$ cat src/rtl/bus_bridge_pkg.sv
// Shared state encoding and parameter checks for the async bus bridges.
// Timing counts are 3 bits wide, so every phase length tops out at 7.
package bus_bridge_pkg;

  typedef enum logic [2:0] {
    ST_IDLE,
    ST_SETUP,
    ST_STROBE,
    ST_HOLD,
    ST_RECOVER,
    ST_DONE
  } bridge_state_e;

  localparam int CNT_W   = 3;
  localparam int CYC_MAX = 7;

  function automatic bit cyc_ok(int v, int lo);
    return (v >= lo) && (v <= CYC_MAX);
  endfunction

  function automatic bit timing_ok(
    int setup, int strobe, int hold, int recov
  );
    return cyc_ok(setup, 1) && cyc_ok(strobe, 1) &&
           cyc_ok(hold, 1) && cyc_ok(recov, 0);
  endfunction

  function automatic bit width_ok(int dw);
    return (dw == 16) || (dw == 32);
  endfunction

endpackage

$ cat src/rtl/picorv_async_bus_bridge_if.sv
// picorv32 native bus on one side, async SRAM-style pads on the other.
// master = CPU plus pad model, slave = the bridge.
interface picorv_async_bus_bridge_if #(
  parameter int ADDR_W = 19,
  parameter int BUS_DW = 16
);
  logic [ADDR_W-1:0]   sys_addr;
  logic [31:0]         sys_wdata;
  logic [3:0]          sys_wstrb;
  logic                sys_valid;
  logic                sys_ready;
  logic [31:0]         sys_rdata;
  logic                bus_csn;
  logic                bus_rdn;
  logic                bus_wrn;
  logic [BUS_DW/8-1:0] bus_ben_n;
  logic [ADDR_W-2:0]   bus_a;
  logic [BUS_DW-1:0]   bus_dout;
  logic [BUS_DW-1:0]   bus_din;
  logic                bus_dir;
  logic                busy;

  modport master (
    output sys_addr, sys_wdata, sys_wstrb, sys_valid, bus_din,
    input  sys_ready, sys_rdata, bus_csn, bus_rdn, bus_wrn,
    input  bus_ben_n, bus_a, bus_dout, bus_dir, busy
  );

  modport slave (
    input  sys_addr, sys_wdata, sys_wstrb, sys_valid, bus_din,
    output sys_ready, sys_rdata, bus_csn, bus_rdn, bus_wrn,
    output bus_ben_n, bus_a, bus_dout, bus_dir, busy
  );
endinterface

$ cat src/rtl/bus_beat_timer.sv
// Loadable down-counter that parks at zero; zero marks the last cycle
// of the current bus phase.
module bus_beat_timer
  import bus_bridge_pkg::*;
(
  input  logic             clk,
  input  logic             rst,
  input  logic             load,
  input  logic [CNT_W-1:0] load_val,
  output logic             zero
);

  logic [CNT_W-1:0] cnt_q, cnt_d;

  always_comb begin
    cnt_d = cnt_q;
    if (load)
      cnt_d = load_val;
    else if (cnt_q != '0)
      cnt_d = cnt_q - CNT_W'(1);
  end

  always_ff @(posedge clk) begin
    if (rst) cnt_q <= '0;
    else     cnt_q <= cnt_d;
  end

  assign zero = (cnt_q == '0);

endmodule

$ cat src/rtl/picorv_async_bus_bridge.sv
// picorv32 native bus to async SRAM-style bus with programmable
// setup/strobe/hold/recovery and optional 32-on-16 beat splitting.
module picorv_async_bus_bridge
  import bus_bridge_pkg::*;
#(
  parameter int ADDR_W       = 19,
  parameter int BUS_DW       = 16,
  parameter int WIDE_SPLIT   = 1,
  parameter int SETUP_CYC    = 1,
  parameter int STROBE_CYC   = 4,
  parameter int HOLD_CYC     = 1,
  parameter int RECOVERY_CYC = 2
) (
  input logic clk,
  input logic rst,
  picorv_async_bus_bridge_if.slave bif
);

  localparam bit SPLIT = (BUS_DW == 16) && (WIDE_SPLIT != 0);
  localparam int BEN_W = BUS_DW / 8;
  localparam int AW    = ADDR_W - 2;

  localparam logic [CNT_W-1:0] SETUP_LD  = CNT_W'(SETUP_CYC - 1);
  localparam logic [CNT_W-1:0] STROBE_LD = CNT_W'(STROBE_CYC - 1);
  localparam logic [CNT_W-1:0] HOLD_LD   = CNT_W'(HOLD_CYC - 1);
  localparam logic [CNT_W-1:0] REC_LD    =
    (RECOVERY_CYC > 0) ? CNT_W'(RECOVERY_CYC - 1) : '0;

  generate
    if (!timing_ok(SETUP_CYC, STROBE_CYC, HOLD_CYC, RECOVERY_CYC) ||
        !width_ok(BUS_DW)) begin : g_bad_cfg
      $error("picorv_async_bus_bridge: illegal parameter set");
    end
  endgenerate

  bridge_state_e state_q, state_d;

  logic             beat_q, beat_d;
  logic             hi_q, hi_d;
  logic             wr_q, wr_d;
  logic [AW-1:0]    addr_q, addr_d;
  logic [31:0]      wdata_q, wdata_d;
  logic [3:0]       wstrb_q, wstrb_d;

  logic             ready_q, ready_d;
  logic [31:0]      rdata_q, rdata_d;
  logic             csn_q, csn_d;
  logic             rdn_q, rdn_d;
  logic             wrn_q, wrn_d;
  logic [BEN_W-1:0] ben_n_q, ben_n_d;
  logic [AW:0]      a_q, a_d;
  logic [BUS_DW-1:0] dout_q, dout_d;
  logic             dir_q, dir_d;

  logic             ld;
  logic [CNT_W-1:0] ld_val;
  logic             tmr_zero;
  logic [1:0]       new_mask;
  logic             go_setup;
  logic             go_next;
  logic             unused_addr_lsb;

  assign unused_addr_lsb = ^bif.sys_addr[1:0];

  bus_beat_timer u_tmr (
    .clk      (clk),
    .rst      (rst),
    .load     (ld),
    .load_val (ld_val),
    .zero     (tmr_zero)
  );

  // Bit n set = beat n must run; a write skips halves with no strobes.
  always_comb begin
    new_mask = 2'b01;
    if (bif.sys_wstrb == 4'b0000)
      new_mask = SPLIT ? 2'b11 : 2'b01;
    else if (SPLIT)
      new_mask = {|bif.sys_wstrb[3:2], |bif.sys_wstrb[1:0]};
    else if (BUS_DW == 16)
      new_mask = {1'b0, |bif.sys_wstrb[1:0]};
    else
      new_mask = {1'b0, |bif.sys_wstrb};
  end

  always_comb begin
    state_d  = state_q;
    beat_d   = beat_q;
    hi_d     = hi_q;
    wr_d     = wr_q;
    addr_d   = addr_q;
    wdata_d  = wdata_q;
    wstrb_d  = wstrb_q;
    ready_d  = 1'b0;
    rdata_d  = rdata_q;
    csn_d    = csn_q;
    rdn_d    = rdn_q;
    wrn_d    = wrn_q;
    ben_n_d  = ben_n_q;
    a_d      = a_q;
    dout_d   = dout_q;
    dir_d    = dir_q;
    ld       = 1'b0;
    ld_val   = '0;
    go_setup = 1'b0;
    go_next  = 1'b0;

    unique case (state_q)
      ST_IDLE: begin
        if (bif.sys_valid) begin
          addr_d  = bif.sys_addr[ADDR_W-1:2];
          wdata_d = bif.sys_wdata;
          wstrb_d = bif.sys_wstrb;
          wr_d    = |bif.sys_wstrb;
          hi_d    = new_mask[1];
          if (new_mask == 2'b00) begin
            state_d = ST_DONE;
            ready_d = 1'b1;
          end else begin
            beat_d   = ~new_mask[0];
            go_setup = 1'b1;
          end
        end
      end
      ST_SETUP: begin
        if (tmr_zero) begin
          state_d = ST_STROBE;
          ld      = 1'b1;
          ld_val  = STROBE_LD;
          rdn_d   = wr_q;
          wrn_d   = ~wr_q;
        end
      end
      ST_STROBE: begin
        if (tmr_zero) begin
          state_d = ST_HOLD;
          ld      = 1'b1;
          ld_val  = HOLD_LD;
          rdn_d   = 1'b1;
          wrn_d   = 1'b1;
          if (!wr_q) begin
            if (beat_q)
              rdata_d[31:16] = bif.bus_din[15:0];
            else if (SPLIT)
              rdata_d[15:0] = bif.bus_din[15:0];
            else
              rdata_d = 32'(bif.bus_din);
          end
        end
      end
      ST_HOLD: begin
        if (tmr_zero) begin
          if (RECOVERY_CYC != 0) begin
            state_d = ST_RECOVER;
            ld      = 1'b1;
            ld_val  = REC_LD;
            csn_d   = 1'b1;
            ben_n_d = '1;
            dir_d   = 1'b1;
          end else begin
            go_next = 1'b1;
          end
        end
      end
      ST_RECOVER: begin
        if (tmr_zero) go_next = 1'b1;
      end
      ST_DONE: begin
        state_d = ST_IDLE;
      end
      default: begin
        state_d = ST_IDLE;
      end
    endcase

    if (go_next) begin
      if (!beat_q && hi_q) begin
        beat_d   = 1'b1;
        go_setup = 1'b1;
      end else begin
        state_d = ST_DONE;
        ready_d = 1'b1;
        csn_d   = 1'b1;
        ben_n_d = '1;
        dir_d   = 1'b1;
      end
    end

    // Beat entry drives every pad output from the latched request.
    if (go_setup) begin
      state_d = ST_SETUP;
      ld      = 1'b1;
      ld_val  = SETUP_LD;
      csn_d   = 1'b0;
      rdn_d   = 1'b1;
      wrn_d   = 1'b1;
      a_d     = {addr_d, beat_d};
      if (wr_d) begin
        ben_n_d = ~(beat_d ? BEN_W'(wstrb_d[3:2])
                           : wstrb_d[BEN_W-1:0]);
        dout_d  = beat_d ? BUS_DW'(wdata_d[31:16])
                         : wdata_d[BUS_DW-1:0];
        dir_d   = 1'b0;
      end else begin
        ben_n_d = '0;
        dir_d   = 1'b1;
      end
    end
  end

  always_ff @(posedge clk) begin
    if (rst) begin
      state_q <= ST_IDLE;
      beat_q  <= 1'b0;
      hi_q    <= 1'b0;
      wr_q    <= 1'b0;
      addr_q  <= '0;
      wdata_q <= '0;
      wstrb_q <= '0;
      ready_q <= 1'b0;
      rdata_q <= '0;
      csn_q   <= 1'b1;
      rdn_q   <= 1'b1;
      wrn_q   <= 1'b1;
      ben_n_q <= '1;
      a_q     <= '0;
      dout_q  <= '0;
      dir_q   <= 1'b1;
    end else begin
      state_q <= state_d;
      beat_q  <= beat_d;
      hi_q    <= hi_d;
      wr_q    <= wr_d;
      addr_q  <= addr_d;
      wdata_q <= wdata_d;
      wstrb_q <= wstrb_d;
      ready_q <= ready_d;
      rdata_q <= rdata_d;
      csn_q   <= csn_d;
      rdn_q   <= rdn_d;
      wrn_q   <= wrn_d;
      ben_n_q <= ben_n_d;
      a_q     <= a_d;
      dout_q  <= dout_d;
      dir_q   <= dir_d;
    end
  end

  assign bif.sys_ready = ready_q;
  assign bif.sys_rdata = rdata_q;
  assign bif.bus_csn   = csn_q;
  assign bif.bus_rdn   = rdn_q;
  assign bif.bus_wrn   = wrn_q;
  assign bif.bus_ben_n = ben_n_q;
  assign bif.bus_a     = a_q;
  assign bif.bus_dout  = dout_q;
  assign bif.bus_dir   = dir_q;
  assign bif.busy      = (state_q != ST_IDLE);

endmodule

$ cat src/flat_wrapper.sv
// flat-port wrapper written by rule: the top's interface ports become plain ports
module picorv_async_bus_bridge_flat import bus_bridge_pkg::*;
#(
  parameter int ADDR_W       = 19,
  parameter int BUS_DW       = 16,
  parameter int WIDE_SPLIT   = 1,
  parameter int SETUP_CYC    = 1,
  parameter int STROBE_CYC   = 4,
  parameter int HOLD_CYC     = 1,
  parameter int RECOVERY_CYC = 2
)
  (clk, rst, bif_sys_addr, bif_sys_wdata, bif_sys_wstrb, bif_sys_valid, bif_bus_din, bif_sys_ready, bif_sys_rdata, bif_bus_csn, bif_bus_rdn, bif_bus_wrn, bif_bus_ben_n, bif_bus_a, bif_bus_dout, bif_bus_dir, bif_busy);
  picorv_async_bus_bridge_if #(.ADDR_W(ADDR_W), .BUS_DW(BUS_DW)) bif_i ();
  input logic clk;
  input logic rst;
  input wire logic [$bits(bif_i.sys_addr)-1:0] bif_sys_addr;
  input wire logic [$bits(bif_i.sys_wdata)-1:0] bif_sys_wdata;
  input wire logic [$bits(bif_i.sys_wstrb)-1:0] bif_sys_wstrb;
  input wire logic [$bits(bif_i.sys_valid)-1:0] bif_sys_valid;
  input wire logic [$bits(bif_i.bus_din)-1:0] bif_bus_din;
  output wire logic [$bits(bif_i.sys_ready)-1:0] bif_sys_ready;
  output wire logic [$bits(bif_i.sys_rdata)-1:0] bif_sys_rdata;
  output wire logic [$bits(bif_i.bus_csn)-1:0] bif_bus_csn;
  output wire logic [$bits(bif_i.bus_rdn)-1:0] bif_bus_rdn;
  output wire logic [$bits(bif_i.bus_wrn)-1:0] bif_bus_wrn;
  output wire logic [$bits(bif_i.bus_ben_n)-1:0] bif_bus_ben_n;
  output wire logic [$bits(bif_i.bus_a)-1:0] bif_bus_a;
  output wire logic [$bits(bif_i.bus_dout)-1:0] bif_bus_dout;
  output wire logic [$bits(bif_i.bus_dir)-1:0] bif_bus_dir;
  output wire logic [$bits(bif_i.busy)-1:0] bif_busy;
  assign bif_i.sys_addr = bif_sys_addr;
  assign bif_i.sys_wdata = bif_sys_wdata;
  assign bif_i.sys_wstrb = bif_sys_wstrb;
  assign bif_i.sys_valid = bif_sys_valid;
  assign bif_i.bus_din = bif_bus_din;
  assign bif_sys_ready = bif_i.sys_ready;
  assign bif_sys_rdata = bif_i.sys_rdata;
  assign bif_bus_csn = bif_i.bus_csn;
  assign bif_bus_rdn = bif_i.bus_rdn;
  assign bif_bus_wrn = bif_i.bus_wrn;
  assign bif_bus_ben_n = bif_i.bus_ben_n;
  assign bif_bus_a = bif_i.bus_a;
  assign bif_bus_dout = bif_i.bus_dout;
  assign bif_bus_dir = bif_i.bus_dir;
  assign bif_busy = bif_i.busy;
  picorv_async_bus_bridge #(.ADDR_W(ADDR_W), .BUS_DW(BUS_DW), .WIDE_SPLIT(WIDE_SPLIT), .SETUP_CYC(SETUP_CYC), .STROBE_CYC(STROBE_CYC), .HOLD_CYC(HOLD_CYC), .RECOVERY_CYC(RECOVERY_CYC)) u_core (.clk(clk), .rst(rst), .bif(bif_i));
endmodule
$ cat config.mk
export PLATFORM = sky130hd
export DESIGN_NAME = picorv_async_bus_bridge_flat
export DESIGN_NICKNAME = d
export VERILOG_FILES = /design/src/rtl/bus_bridge_pkg.sv /design/src/rtl/picorv_async_bus_bridge_if.sv /design/src/rtl/bus_beat_timer.sv /design/src/rtl/picorv_async_bus_bridge.sv /design/src/flat_wrapper.sv
export SDC_FILE = /design/constraint.sdc
export NUM_CORES = 1
export LEC_CHECK = 0
export ABC_AREA = 1
export BUFFER_PORTS_ARGS = -buffer_cell sky130_fd_sc_hd__buf_4
export CORE_ASPECT_RATIO = 1.5
export CORE_MARGIN = 2
export CORE_UTILIZATION = 40
export CTS_CLUSTER_SIZE = 14
export DETAILED_ROUTE_END_ITERATION = 8
export PLACE_DENSITY = 0.74
export SYNTH_ARGS = -nofsm -noshare
export SYNTH_HDL_FRONTEND = slang
export SYNTH_SLANG_ARGS = --single-unit
$ cat constraint.sdc
create_clock -name clk -period 2.73 [get_ports clk]
set_input_delay 0.273 -clock clk [delete_from_list [all_inputs] [get_ports clk]]
set_output_delay 0.273 -clock clk [all_outputs]
set_load 0.02 [all_outputs]
== Word level (Yosys, flattened, before mapping) ==
Index checks and enable logic that the tools add are counted.
Word-level totals
  register bits after elaboration: 135
  input port bits: 74
  logic and storage cells: 117
  output and inout bits: 74
Operators by class
  equal/unequal tests: 6
  muxes and demuxes: 67
  reductions and logical operators: 20
  bitwise operators: 4
  add/subtract/negate cells: 1
Operators by type and width (count)
  32-bit 2-to-1 mux: 2
  1-bit 2-to-1 mux: 37
  17-bit 2-to-1 mux: 2
  3-bit 2-to-1 mux: 10
  2-bit 2-to-1 mux: 9
  16-bit 2-to-1 mux: 1
  3-bit case mux with 5 select lines: 1
  4-bit 2-to-1 mux: 2
  4-bit AND reduction: 2
  3-bit by 2-bit == test with 1-bit output, second input constant: 2
  3-bit zero test: 2
  3-bit case mux with 2 select lines: 1
  3-bit nonzero test: 2
  2-bit OR reduction: 3
  4-bit zero test: 1
  2-bit by 1-bit inequality test with 1-bit output, second input constant: 2
  1-bit case mux with 2 select lines: 2
  2-bit AND reduction: 2
  2-bit nonzero test: 2
  4-bit OR reduction: 1
  3-bit by 1-bit == test with 1-bit output, second input constant: 1
  3-bit == test, second input constant: 1
  1-bit inverter: 3
  3-bit AND reduction: 1
  6 further kinds: 6

== Depth between registers and ports, before layout ==
Gate-level depths: netlist of run 1.
  depth in word-level cells: 12
  gate-level depth with buffers: 12
  depth with buffers taken out: 11

== By module ==
Synthesis of run 1 repeated with hierarchy kept, for this count alone.
Second synthesis, totals
  cell total of the unflattened synthesis: 766
  area, all modules: 5451.5 um^2
By module, submodules not included
  picorv_async_bus_bridge: times used 1, cells each 738, area each 5252.5 um^2, sequential area each 2642.5 um^2
  bus_beat_timer: times used 1, cells each 28, area each 198.9 um^2, sequential area each 60.1 um^2

== Least setup slack after synthesis of run 1 ==
OpenSTA, ideal clock, no wires.
  path type: flip-flop to flip-flop
  start: reg u_core.u_tmr.cnt_q[0]
  end: reg u_core.dout_q[5], in the netlist u_core.bif.bus_dout[5]
  required time: 2.621 ns
  period minus slack after synthesis: 1.631 ns
  slack: 1.099 ns
  setup time: 0.109 ns
  arrival time: 1.522 ns
  path buffers: 1
  cell stages (with the launch flop): 13
  cell sequence: dfxtp_1 > inv_1 > ha_1 > inv_1 > nor2_4 > nand3_1 > nand2_1 > nand2_2 > nor2_4 > buf_2 > nand3_1 > nand2_1 > inv_1
Between the ends
  longest elaborated chain between the ends: 5
  elaborated cells between the ends (all ways): 7
  classes of those cells: mux (5); reduce/logical (2)
Ends and longest elaborated chain
  start, declared: RTL line bus_beat_timer.sv:13  | logic [CNT_W-1:0] cnt_q, cnt_d;
  start signal, assigned: RTL line bus_beat_timer.sv:25  | else cnt_q <= cnt_d;
  3-bit zero test (*): RTL line bus_beat_timer.sv:28  | assign zero = (cnt_q == '0);
  1-bit 2-to-1 mux (*): RTL line picorv_async_bus_bridge.sv:166  | if (tmr_zero) go_next = 1'b1;
  1-bit 2-to-1 mux (*)
  1-bit 2-to-1 mux: RTL line picorv_async_bus_bridge.sv:176  | if (go_next) begin
  16-bit 2-to-1 mux or 2-bit AND reduction (tied branches)
  end signal, assigned: RTL line picorv_async_bus_bridge.sv:244  | dout_q <= dout_d;
  end, declared: RTL line picorv_async_bus_bridge.sv:52  | logic [BUS_DW-1:0] dout_q, dout_d;
Every way passes the cells marked *; elsewhere a longest branch is shown, timed or not.
A chain may end at the register's enable or synchronous reset.

== Worst setup path after layout of run 1 ==
  start: reg u_core.state_q[0]
  end: reg u_core.dout_q[8], in the netlist u_core.bif.bus_dout[8]
Between the ends
  longest elaborated chain between the ends: 5
  elaborated cells between the ends (all ways): 13
  classes of those cells: eq/ne (1); mux (10); reduce/logical (2)
Ends and longest elaborated chain
  start, declared: RTL line picorv_async_bus_bridge.sv:36  | bridge_state_e state_q, state_d;
  start signal, assigned: RTL line picorv_async_bus_bridge.sv:230  | state_q <= state_d;
  3-bit zero test: RTL line picorv_async_bus_bridge.sv:108  | unique case (state_q)
  1-bit 2-to-1 mux: RTL line picorv_async_bus_bridge.sv:108
  1-bit 2-to-1 mux: RTL line picorv_async_bus_bridge.sv:177  | if (!beat_q && hi_q) begin
  1-bit 2-to-1 mux: RTL line picorv_async_bus_bridge.sv:176
  16-bit 2-to-1 mux or 2-bit AND reduction (tied branches)
Several ways; a longest one is shown, not always the timed one.

==> results of run 1 <==
## worst min-delay path: cells and delay by family
| family | cells | cell delay, ns |
|---|---|---|
| buf+inv | 1 | 0.08 |
| compound gates | 1 | 0.07 |
| simple gates | 1 | 0.07 |
## where the power goes
| group | switching [uW] | internal (uW) | leakage [uW] |
|---|---|---|---|
| clock | 881 | 1470 | 0.000289 |
| combinational | 1120 | 669 | 0.00210 |
| sequential | 155 | 2300 | 0.00111 |
| total | 2150 | 4440 | 0.00349 |
## sequential cells by signal (all words and copies together), names as in the netlist
register	count
u_core.bif.sys_rdata	32
u_core.wdata_q	32
u_core.bif.bus_ben_n	2
u_core.u_tmr.cnt_q	3
u_core.bif.sys_ready	1
u_core.bif.bus_dir	1
u_core.state_q	3
u_core.bif.bus_csn	1
u_core.beat_q	1
u_core.wstrb_q	4
u_core.wr_q	1
u_core.addr_q	17
u_core.bif.bus_rdn	1
u_core.bif.bus_a	18
u_core.hi_q	1
u_core.bif.bus_dout	16
u_core.bif.bus_wrn	1
## placed cells by master (no fill, tap or decap), types with 3 or more instances in the layout
cell                         netlist  layout
sky130_fd_sc_hd__nand2_1         168     168
sky130_fd_sc_hd__buf_4             5     152
sky130_fd_sc_hd__dfxtp_1         135     135
sky130_fd_sc_hd__nor2_1          112     112
sky130_fd_sc_hd__inv_1            78      78
sky130_fd_sc_hd__o21ai_0          62      62
sky130_fd_sc_hd__a21oi_1          52      52
sky130_fd_sc_hd__nand3_1          19      19
sky130_fd_sc_hd__o22ai_1          17      17
sky130_fd_sc_hd__clkbuf_16         0      17
sky130_fd_sc_hd__nand4_1           9       9
sky130_fd_sc_hd__o21ai_1           7       7
sky130_fd_sc_hd__o21a_1            7       7
sky130_fd_sc_hd__inv_6             1       5
sky130_fd_sc_hd__nor2_4            4       4
sky130_fd_sc_hd__a31oi_1           4       4
sky130_fd_sc_hd__or2_2             4       4
sky130_fd_sc_hd__inv_2             3       3
sky130_fd_sc_hd__nand3_2           3       3
sky130_fd_sc_hd__nand2_2           3       3
sky130_fd_sc_hd__bufinv_16         0       3
sky130_fd_sc_hd__clkinvlp_4        0       3
## worst paths after layout
check | startpoint | end | slack [ns] | cells past startpoint
worst max-delay path | u_core.state_q[0] | u_core.bif.bus_dout[8] | 0.59 | 8
worst min-delay path | bif_bus_din[5] | u_core.bif.sys_rdata[21] | 0.12 | 3
worst max register to register | u_core.state_q[0] | u_core.bif.bus_dout[8] | 0.59 | 8
worst min register to register | u_core.bif.sys_rdata[1] | u_core.bif.sys_rdata[1] | 0.44 | 2
## routing by layer
metal  part of all wire, %  vias to the layer above  wire length [um]  global-route usage, %
met2                    52                      122              7100                   32.9
met3                   4.3                       24               591                   4.54
met1                    42                     2292              5720                   21.9
met4                   2.4                        0               330                   8.63
li1                      -                     2639                 -                      -
met5                     0                        -                 0                      0
## metrics by stage
stage | hold WS (ns) | utilization (%) | instances
2_1_floorplan | 0.437 | - | 745
3_3_place_gp | 0.432 | 49.3 | 1021
3_5_place_dp | 0.435 | 49.3 | 1021
4_1_cts | 0.109 | 53.9 | 1052
5_1_grt | 0.123 | 53.9 | 1052
6_report | 0.119 | 53.9 | 1052
## area by class of cell
class	count	area, sq um	area share, %
Multi-Input combinational cell	488	2280	31.4
Timing Repair Buffer	152	1140	15.7
Tap cell	162	203	2.79
Inverter	84	320	4.42
Sequential cell	135	2700	37.3
Clock inverter	12	168	2.31
Clock buffer	19	443	6.11
## kinds of logic after synthesis
group,Yosys count
adder cells (fa/ha/maj),2
AO/OA/AOI/OAI,154
buffers and inverters,122
AND/OR/NAND/NOR,332
flip-flops,135
==> out/qor.txt, run 1 <==
Status - finished clean
Maximum number of pins on one net before global-route repair - 50
Area share of the leading cell type in the synthesized netlist - 49.0%
Routed Wire Length - 13700 um
Antenna violations before repair - 0
Detailed placer's ending HPWL - 9430 um
Data arrival time of the critical path - 2.45 ns
Post-Syn Area per Cell - 7.40 sq um
Post-synthesis instance area - 5510 sq um
Post-synthesis sequential element count - 135
Tightest slew margin relative to the limit - 59.3%
Proportion of synthesized flip-flops having asynchronous set or reset - 0%
Chip height - 148 um
Total die area - 14800 sq um
Detailed router's first-iteration violation count - 238
Number of sinks on the clock net - 135
Total via count in the routed design - 5077
Count of TritonRoute iterations in the first routing pass - 4
Summed negative setup slack over all endpoints - 0 ns
I/O pins - 148
Number of enable flip-flop cells after synthesis - 0
Remaining number of nets flagged by the antenna check after routing - 0
ANT cells - 0
Post-Synthesis Net Count - 821
Area of placed instances - 6640 sq um
Clock slew seen by the registers of the worst setup and hold paths - 0.06 ns
Leading post-synthesis cells by cell area - sky130_fd_sc_hd__dfxtp_1, sky130_fd_sc_hd__nand2_1, sky130_fd_sc_hd__nor2_1, sky130_fd_sc_hd__o21ai_0, sky130_fd_sc_hd__inv_1
Most used cell along the critical path - sky130_fd_sc_hd__nor2_4
Highest clock frequency the design can meet - 0.468 GHz
Non-Filler Cell Area, Final - 7250 sq um
Total of hold buffers inserted after clock tree synthesis - 0
Via count of the first global-routing pass - 4619
Setup violators final - 0
Core Region - 13500 sq um
Setup repair after global routing missed its margin - false
Die span in x - 99.9 um
Static power due to leakage - 0.00349 uW
Critical path fanouts, max - 26
Number of buffer and inverter stages on the critical path - 2
Fraction of final layout cells with drive strength greater than 1 - 23.3%
Fill count - 1297
Areal power density over the cells - 909 nW/um^2
H-Tree Depth - 4
Number of hold violations in the final report - 0
Effective utilization at floorplan - 40.9%
Total GRT Usage - 19.0%
Most used standard cell by instance count after synthesis - sky130_fd_sc_hd__nand2_1
Most area-hungry cell type in the Yosys netlist - sky130_fd_sc_hd__dfxtp_1
Cell count after synthesis - 745
Number of resized instances in the post-cts repair step - 0
Max-Cap Viols - 0
Maximum vdd drop - 0.489 mV
Number of max-slew violations in the final report - 0
Critical Path Source Type - flop
Total power of the final layout - 6590 uW
Total number of yosys warnings - 0
Tmin final - 2.14 ns
WL per Instance - 13.1 um
RePlAce Congestion - 0.802
Sequential area share after synthesis - 49.0%
Number of port buffers - 145
Synthesis-to-finish area growth - 31.6%
Main combinational cell family by area after synthesis - simple AND/OR/NAND/NOR gates
Clock latency at the later pin of the worst-skew pair - 0.41 ns
Endpoint required time on the critical path - 3.04 ns
Total Nets Final - 954
Mux contribution to synthesized area - 0%
Root Buffer Master - sky130_fd_sc_hd__clkbuf_16
Via density - 4.83
Standard-cell rows - 52
Cell at the slowest stage of the critical path - sky130_fd_sc_hd__dfxtp_1
Worst Skew - 0.00582 ns
Type of element capturing the critical path - flop
Crit path cell chain - nor2_4, nand3_4, buf_4, o21ai_1, nor2_4, nand3_1, nand2_1, inv_1
First-pass GRT wire length - 22200 um
Post-synthesis share of cell area spent on full adders, half adders and majority gates - 0.454%
Number of CTS-inserted buffers - 17
Simple-gate area share of the yosys netlist - 25.8%
Fraction of the mapped netlist area in compound gates - 15.0%
Final routed DRC violation total - 0
Buffers inserted by post-CTS timing repair - 0
Total gr overflow - 0
Post-route setup slack - 0.593 ns
Classification of the worst setup path - reg2reg
TritonCTS clock tree - done
Number of buffers on the longest clock path - 2
Flip-flop cell with the highest count after synthesis - sky130_fd_sc_hd__dfxtp_1
Worst min-delay path class - in2reg
Dpl ws - 0.591 ns
Pin slew with the least headroom to its limit - 0.609 ns
Worst path max stage delay - 0.49 ns
Cell types with the highest counts after synthesis - sky130_fd_sc_hd__nand2_1, sky130_fd_sc_hd__dfxtp_1, sky130_fd_sc_hd__nor2_1
Count of different cell masters after synthesis - 36
Share of the synthesized netlist area taken by xor and xnor gates - 0%
Post-route clock period utilization - 78.3%
Kind of cell adding the most delay to the critical path - simple AND/OR/NAND/NOR gates
Note: power is estimated with default switching activity, not from simulation.
==> run 2: changes to the inputs <==
ABC_AREA = 0   (was 1)
PLACE_DENSITY = 0.75   (was 0.74)
clock period = 2 ns   (was 2.73 ns; I/O delays follow)
==> out/qor.txt, run 2 <==
Status - finished with violations
Failing checks - negative setup slack
Switching portion of total power - 30.4%
Routed Wire Length - 15300 um
Total of hold buffers inserted after clock tree synthesis - 0
Fill count - 1184
TritonCTS clock tree - done
Path depth of the worst reg2reg path - 8
Number of hold violations in the final report - 0
Clock slew seen by the registers of the worst setup and hold paths - 0.06 ns
Antenna violations before repair - 0
Dpl ws - -0.196 ns
Number of sinks on the clock net - 135
Critical Path Source Type - flop
Root Buffer Master - sky130_fd_sc_hd__clkbuf_16
Total via count in the routed design - 4880
ANT cells - 0
Die span in x - 99.2 um
Cell types with the highest counts after synthesis - sky130_fd_sc_hd__dfxtp_1, sky130_fd_sc_hd__nand2_1, sky130_fd_sc_hd__nor2_1
Classification of the worst setup path - reg2reg
Setup violators final - 1
Detailed router's first-iteration violation count - 215
Number of CTS-inserted buffers - 17
Max-Cap Viols - 0
Post-Synthesis Net Count - 654
Critical path fanouts, max - 8
Standard-cell rows - 52
Chip height - 147 um
Maximum number of pins on one net before global-route repair - 51
Remaining number of nets flagged by the antenna check after routing - 0
Worst path max stage delay - 0.40 ns
Worst hold-check slack - 0.0359 ns
Total gr overflow - 0
Number of port buffers - 145
Worst Skew - 0.00741 ns
Register share of total power - 35.6%
Net switching power figure - 2770 uW
Worst min-delay path class - in2reg
Leading post-synthesis cells by cell area - sky130_fd_sc_hd__dfxtp_1, sky130_fd_sc_hd__mux2i_1, sky130_fd_sc_hd__nand2_1, sky130_fd_sc_hd__nor2_1, sky130_fd_sc_hd__a21oi_1
Most common cell after layout, fill and taps aside - sky130_fd_sc_hd__buf_4
Post-Syn Area per Cell - 9.41 sq um
Most used standard cell by instance count after synthesis - sky130_fd_sc_hd__dfxtp_1
Worst Hold Path Cells - 3
Crit path cell chain - inv_2, ha_4, or3b_4, buf_6, nor4_4, clkbuf_16, mux2i_1, nor2_1
Maximum vdd drop - 0.654 mV
Kind of cell adding the most delay to the critical path - simple AND/OR/NAND/NOR gates
Post-route clock period utilization - 101%
Total die area - 14600 sq um
Post-synthesis sequential element count - 135
Cell at the slowest stage of the critical path - sky130_fd_sc_hd__or3b_4
Proportion of synthesized flip-flops having asynchronous set or reset - 0%
Static power due to leakage - 0.00337 uW
Synthesis-to-finish area growth - 40.9%
Flip-flop cell with the highest count after synthesis - sky130_fd_sc_hd__dfxtp_1
Post-route setup slack - -0.0188 ns
Total Nets Final - 813
Internal Dissipation - 6350 uW
Type of element capturing the critical path - flop
RePlAce Congestion - 0.793
Data arrival time of the critical path - 2.30 ns
Number of enable flip-flop cells after synthesis - 0
Comb pwr share - 29.9%
Depth of the critical timing path with buffers and inverters included - 8
Area share of the leading cell type in the synthesized netlist - 49.7%
Leading cell types in the layout, fill and taps excluded - sky130_fd_sc_hd__buf_4, sky130_fd_sc_hd__dfxtp_1, sky130_fd_sc_hd__nand2_1
Number of buffers on the longest clock path - 2
Fraction of final layout cells with drive strength greater than 1 - 34.2%
Effective utilization at floorplan - 40.6%
Detailed placer's ending HPWL - 10500 um
Clock latency at the later pin of the worst-skew pair - 0.41 ns
Count of different cell masters after synthesis - 49
Highest clock frequency the design can meet - 0.495 GHz
Area used by multi-input combinational logic - 2580 sq um
Setup repair after global routing missed its margin - true
Number of max-slew violations in the final report - 0
Clock network fraction of design power - 34.5%
Register area - 2710 sq um
Tightest slew margin relative to the limit - 54.2%
Tmin final - 2.02 ns
Post-Layout Cell Count - 911
H-Tree Depth - 4
Sequential area share after synthesis - 49.7%
I/O pins - 148
Number of cells in the design after placement - 871
Via density - 5.36
Total number of yosys warnings - 0
Post-synthesis instance area - 5440 sq um
Most area-hungry cell type in the Yosys netlist - sky130_fd_sc_hd__dfxtp_1
Final routed DRC violation total - 0
First-pass GRT wire length - 23900 um
Total GRT Usage - 20.4%
Pin slew with the least headroom to its limit - 0.684 ns
Count of TritonRoute iterations in the first routing pass - 4
Areal power density over the cells - 1190 nW/um^2
Cell count after synthesis - 578
Number of buffer and inverter stages on the critical path - 3
WL per Instance - 16.8 um
Via count of the first global-routing pass - 4874
Summed negative setup slack over all endpoints - -0.0188 ns
Endpoint required time on the critical path - 2.28 ns
Core Region - 13400 sq um
## run 2: area by class of cell
type	instances	area share, %
Inverter	3	0.147
Sequential cell	135	35.3
Clock inverter	11	1.93
Timing Repair Buffer	190	20.5
Multi-Input combinational cell	390	33.7
Tap cell	162	2.65
Clock buffer	20	5.83
## run 2: power groups by stage
stage,clock network [uW],registers (uW),logic (uW)
global route,3330,3290,2950
detailed placement,0,3300,2480
global placement,0,3280,2390
CTS,3180,3250,2580
floorplan,0,3500,1310
finish,3140,3250,2730
## run 2: final timing paths
| path | end | startpoint | slack, ns |
|---|---|---|---|
| max | u_core.bif.sys_rdata[6] | u_core.u_tmr.cnt_q[0] | -0.02 |
| min reg2reg | u_core.wdata_q[6] | u_core.wdata_q[6] | 0.46 |
| max reg2reg | u_core.bif.sys_rdata[6] | u_core.u_tmr.cnt_q[0] | -0.02 |
| min | u_core.bif.sys_rdata[29] | bif_bus_din[13] | 0.04 |
## run 2: repair_timing
action	in CTS	in global routing
gates resized for setup	6	27
pin swaps	2	3
setup endpoints to repair	65	53
gates cloned	2	2
hold endpoints to repair	0	0
setup buffers	2	4
## run 2: through the flow
step           total power [uW]  util, %  cell area, sq um
3_5_place_dp               5770     50.8              6810
2_1_floorplan              4810        -              5450
6_report                   9120     57.2              7660
5_1_grt                    9570     57.2              7660
3_3_place_gp               5670     50.8              6810
4_1_cts                    9000     55.8              7470
## run 2: metal layers
metal / routed length, um / GRT usage [%]
met5: 0 / 0
met3: 731 / 5.85
met4: 376 / 8.56
met2: 8340 / 37.6
met1: 5890 / 21.3
## run 2: logic make-up after synthesis
group	after synthesis	share of synthesized area, %
buffers and inverters	54	5.02
AOI/OAI and AO/OA	139	18.2
muxes	54	9.94
and+or+nand+nor	193	16.5
DFF	135	49.7
adders and majority gates	2	0.460
xor gates and xnor gates	1	0.161
## run 2: worst register-to-register path: stages, from the launching register on
cell	delay [ns]
sky130_fd_sc_hd__dfxtp_1	0.31
sky130_fd_sc_hd__inv_2	0.08
sky130_fd_sc_hd__ha_4	0.15
sky130_fd_sc_hd__or3b_4	0.40
sky130_fd_sc_hd__buf_6	0.14
sky130_fd_sc_hd__nor4_4	0.29
sky130_fd_sc_hd__clkbuf_16	0.25
sky130_fd_sc_hd__mux2i_1	0.23
sky130_fd_sc_hd__nor2_1	0.06
==> run 3: changes to the inputs <==
RECOVER_POWER = 25   (was unset)
==> out/qor.txt, run 3 (synthesis gave the netlist of run 2 again) <==
Final routed DRC violation total - 0
Maximum vdd drop - 0.651 mV
Number of hold violations in the final report - 0
Clock slew seen by the registers of the worst setup and hold paths - 0.06 ns
Endpoint required time on the critical path - 2.28 ns
Classification of the worst setup path - reg2reg
Number of buffers on the longest clock path - 2
Post-route clock period utilization - 101%
Most common cell after layout, fill and taps aside - sky130_fd_sc_hd__buf_4
Clock latency at the later pin of the worst-skew pair - 0.41 ns
Standard-cell rows - 52
Tmin final - 2.02 ns
Total power of the final layout - 9040 uW
Detailed router's first-iteration violation count - 209
WL per Instance - 16.9 um
Worst Skew - 0.00853 ns
Crit path cell chain - inv_2, ha_4, or3b_4, buf_6, nor4_4, clkbuf_16, mux2i_1, nor2_1
Total Nets Final - 813
Highest clock frequency the design can meet - 0.496 GHz
Core Region - 13400 sq um
Total via count in the routed design - 4903
Synthesis-to-finish area growth - 37.9%
Leading cell types in the layout, fill and taps excluded - sky130_fd_sc_hd__buf_4, sky130_fd_sc_hd__dfxtp_1, sky130_fd_sc_hd__nand2_1
Die span in x - 99.2 um
Via density - 5.38
Non-Filler Cell Area, Final - 7500 sq um
Effective utilization at floorplan - 40.6%
I/O pins - 148
Detailed placer's ending HPWL - 10500 um
Worst flop-to-flop path startpoint - u_core.u_tmr.cnt_q[0]
Number of CTS-inserted buffers - 17
Root Buffer Master - sky130_fd_sc_hd__clkbuf_16
Setup repair after global routing missed its margin - true
Total die area - 14600 sq um
Chip height - 147 um
Fraction of final layout cells with drive strength greater than 1 - 28.4%
ANT cells - 0
Worst Setup SP - u_core.u_tmr.cnt_q[0]
Critical path fanouts, max - 8
Cell at the slowest stage of the critical path - sky130_fd_sc_hd__or3b_4
Maximum number of pins on one net before global-route repair - 51
Setup violators final - 1
TritonCTS clock tree - done
Post-route setup slack - -0.0174 ns
Remaining number of nets flagged by the antenna check after routing - 0
Number of port buffers - 145
H-Tree Depth - 4
Worst min-delay path class - in2reg
Dpl ws - -0.196 ns
Antenna violations before repair - 0
Critical Path Source Type - flop
Status - finished with violations
Pin slew with the least headroom to its limit - 0.682 ns
RePlAce Congestion - 0.793
Via count of the first global-routing pass - 4874
Type of element capturing the critical path - flop
Fill count - 1228
Number of max-slew violations in the final report - 0
Total GRT Usage - 20.4%
Area used by multi-input combinational logic - 2580 sq um
Max-Cap Viols - 0
Total of hold buffers inserted after clock tree synthesis - 0
Areal power density over the cells - 1210 nW/um^2
Util after Layout - 55.9%
Number of sinks on the clock net - 135
Data arrival time of the critical path - 2.30 ns
Hold Path Origin - bif_bus_din[13]
Kind of cell adding the most delay to the critical path - simple AND/OR/NAND/NOR gates
Register area - 2710 sq um
First-pass GRT wire length - 23900 um
Area of placed instances - 6810 sq um
Summed negative setup slack over all endpoints - -0.0174 ns
Static power due to leakage - 0.00319 uW
Total gr overflow - 0
Number of buffer and inverter stages on the critical path - 3
Tightest slew margin relative to the limit - 54.4%
Worst path max stage delay - 0.40 ns
Routed Wire Length - 15400 um
Count of TritonRoute iterations in the first routing pass - 4
Failing checks - negative setup slack
-- run 3: area by class of cell --
cell class                 instances  area share [%]
sequential                       135            36.1
timing repair buffer             190            18.8
clock inverter                    11            1.97
inverter                           3           0.150
tap                              162            2.70
multi-input combinational        390            34.4
clock buffer                      20            5.96
-- run 3: worst paths after layout --
kind	to	slack [ns]	depth (start not counted)
worst min register to register	u_core.wdata_q[14]	0.45	2
worst max-delay path	u_core.bif.sys_rdata[6]	-0.02	8
worst min-delay path	u_core.bif.sys_rdata[29]	0.04	3
worst max register to register	u_core.bif.sys_rdata[6]	-0.02	8
-- run 3: stage by stage --
step,std cells,hold WS [ns]
6_report,911,0.0365
3_3_place_gp,871,0.438
5_1_grt,911,0.0234
3_5_place_dp,871,0.447
4_1_cts,905,0.0190
2_1_floorplan,578,0.336
-- run 3: per-layer routing --
metal  up-vias  global-route usage, %  wire (um)
li1       2388                      -          -
met4         0                   8.56        391
met2       112                   37.6       8350
met5         -                      0          0
met3        27                   5.85        559
met1      2376                   21.3       6070
-- run 3: repair_timing --
action | 4_1_cts | 5_1_grt
setup buffers | 2 | 4
gates resized for setup | 6 | 27
pin swaps | 2 | 3
setup endpoints to repair | 65 | 53
cloned | 2 | 2
-- run 3: worst min-delay path, cell delays in order --
cell	delay [ns]
sky130_fd_sc_hd__buf_4	0.09
sky130_fd_sc_hd__mux2i_1	0.05
sky130_fd_sc_hd__nor2_1	0.07
-- run 3: where the power goes --
group          switching, uW  internal, uW
logic                   1440          1210
clock network           1150          1990
registers                185          3060
total                   2770          6270
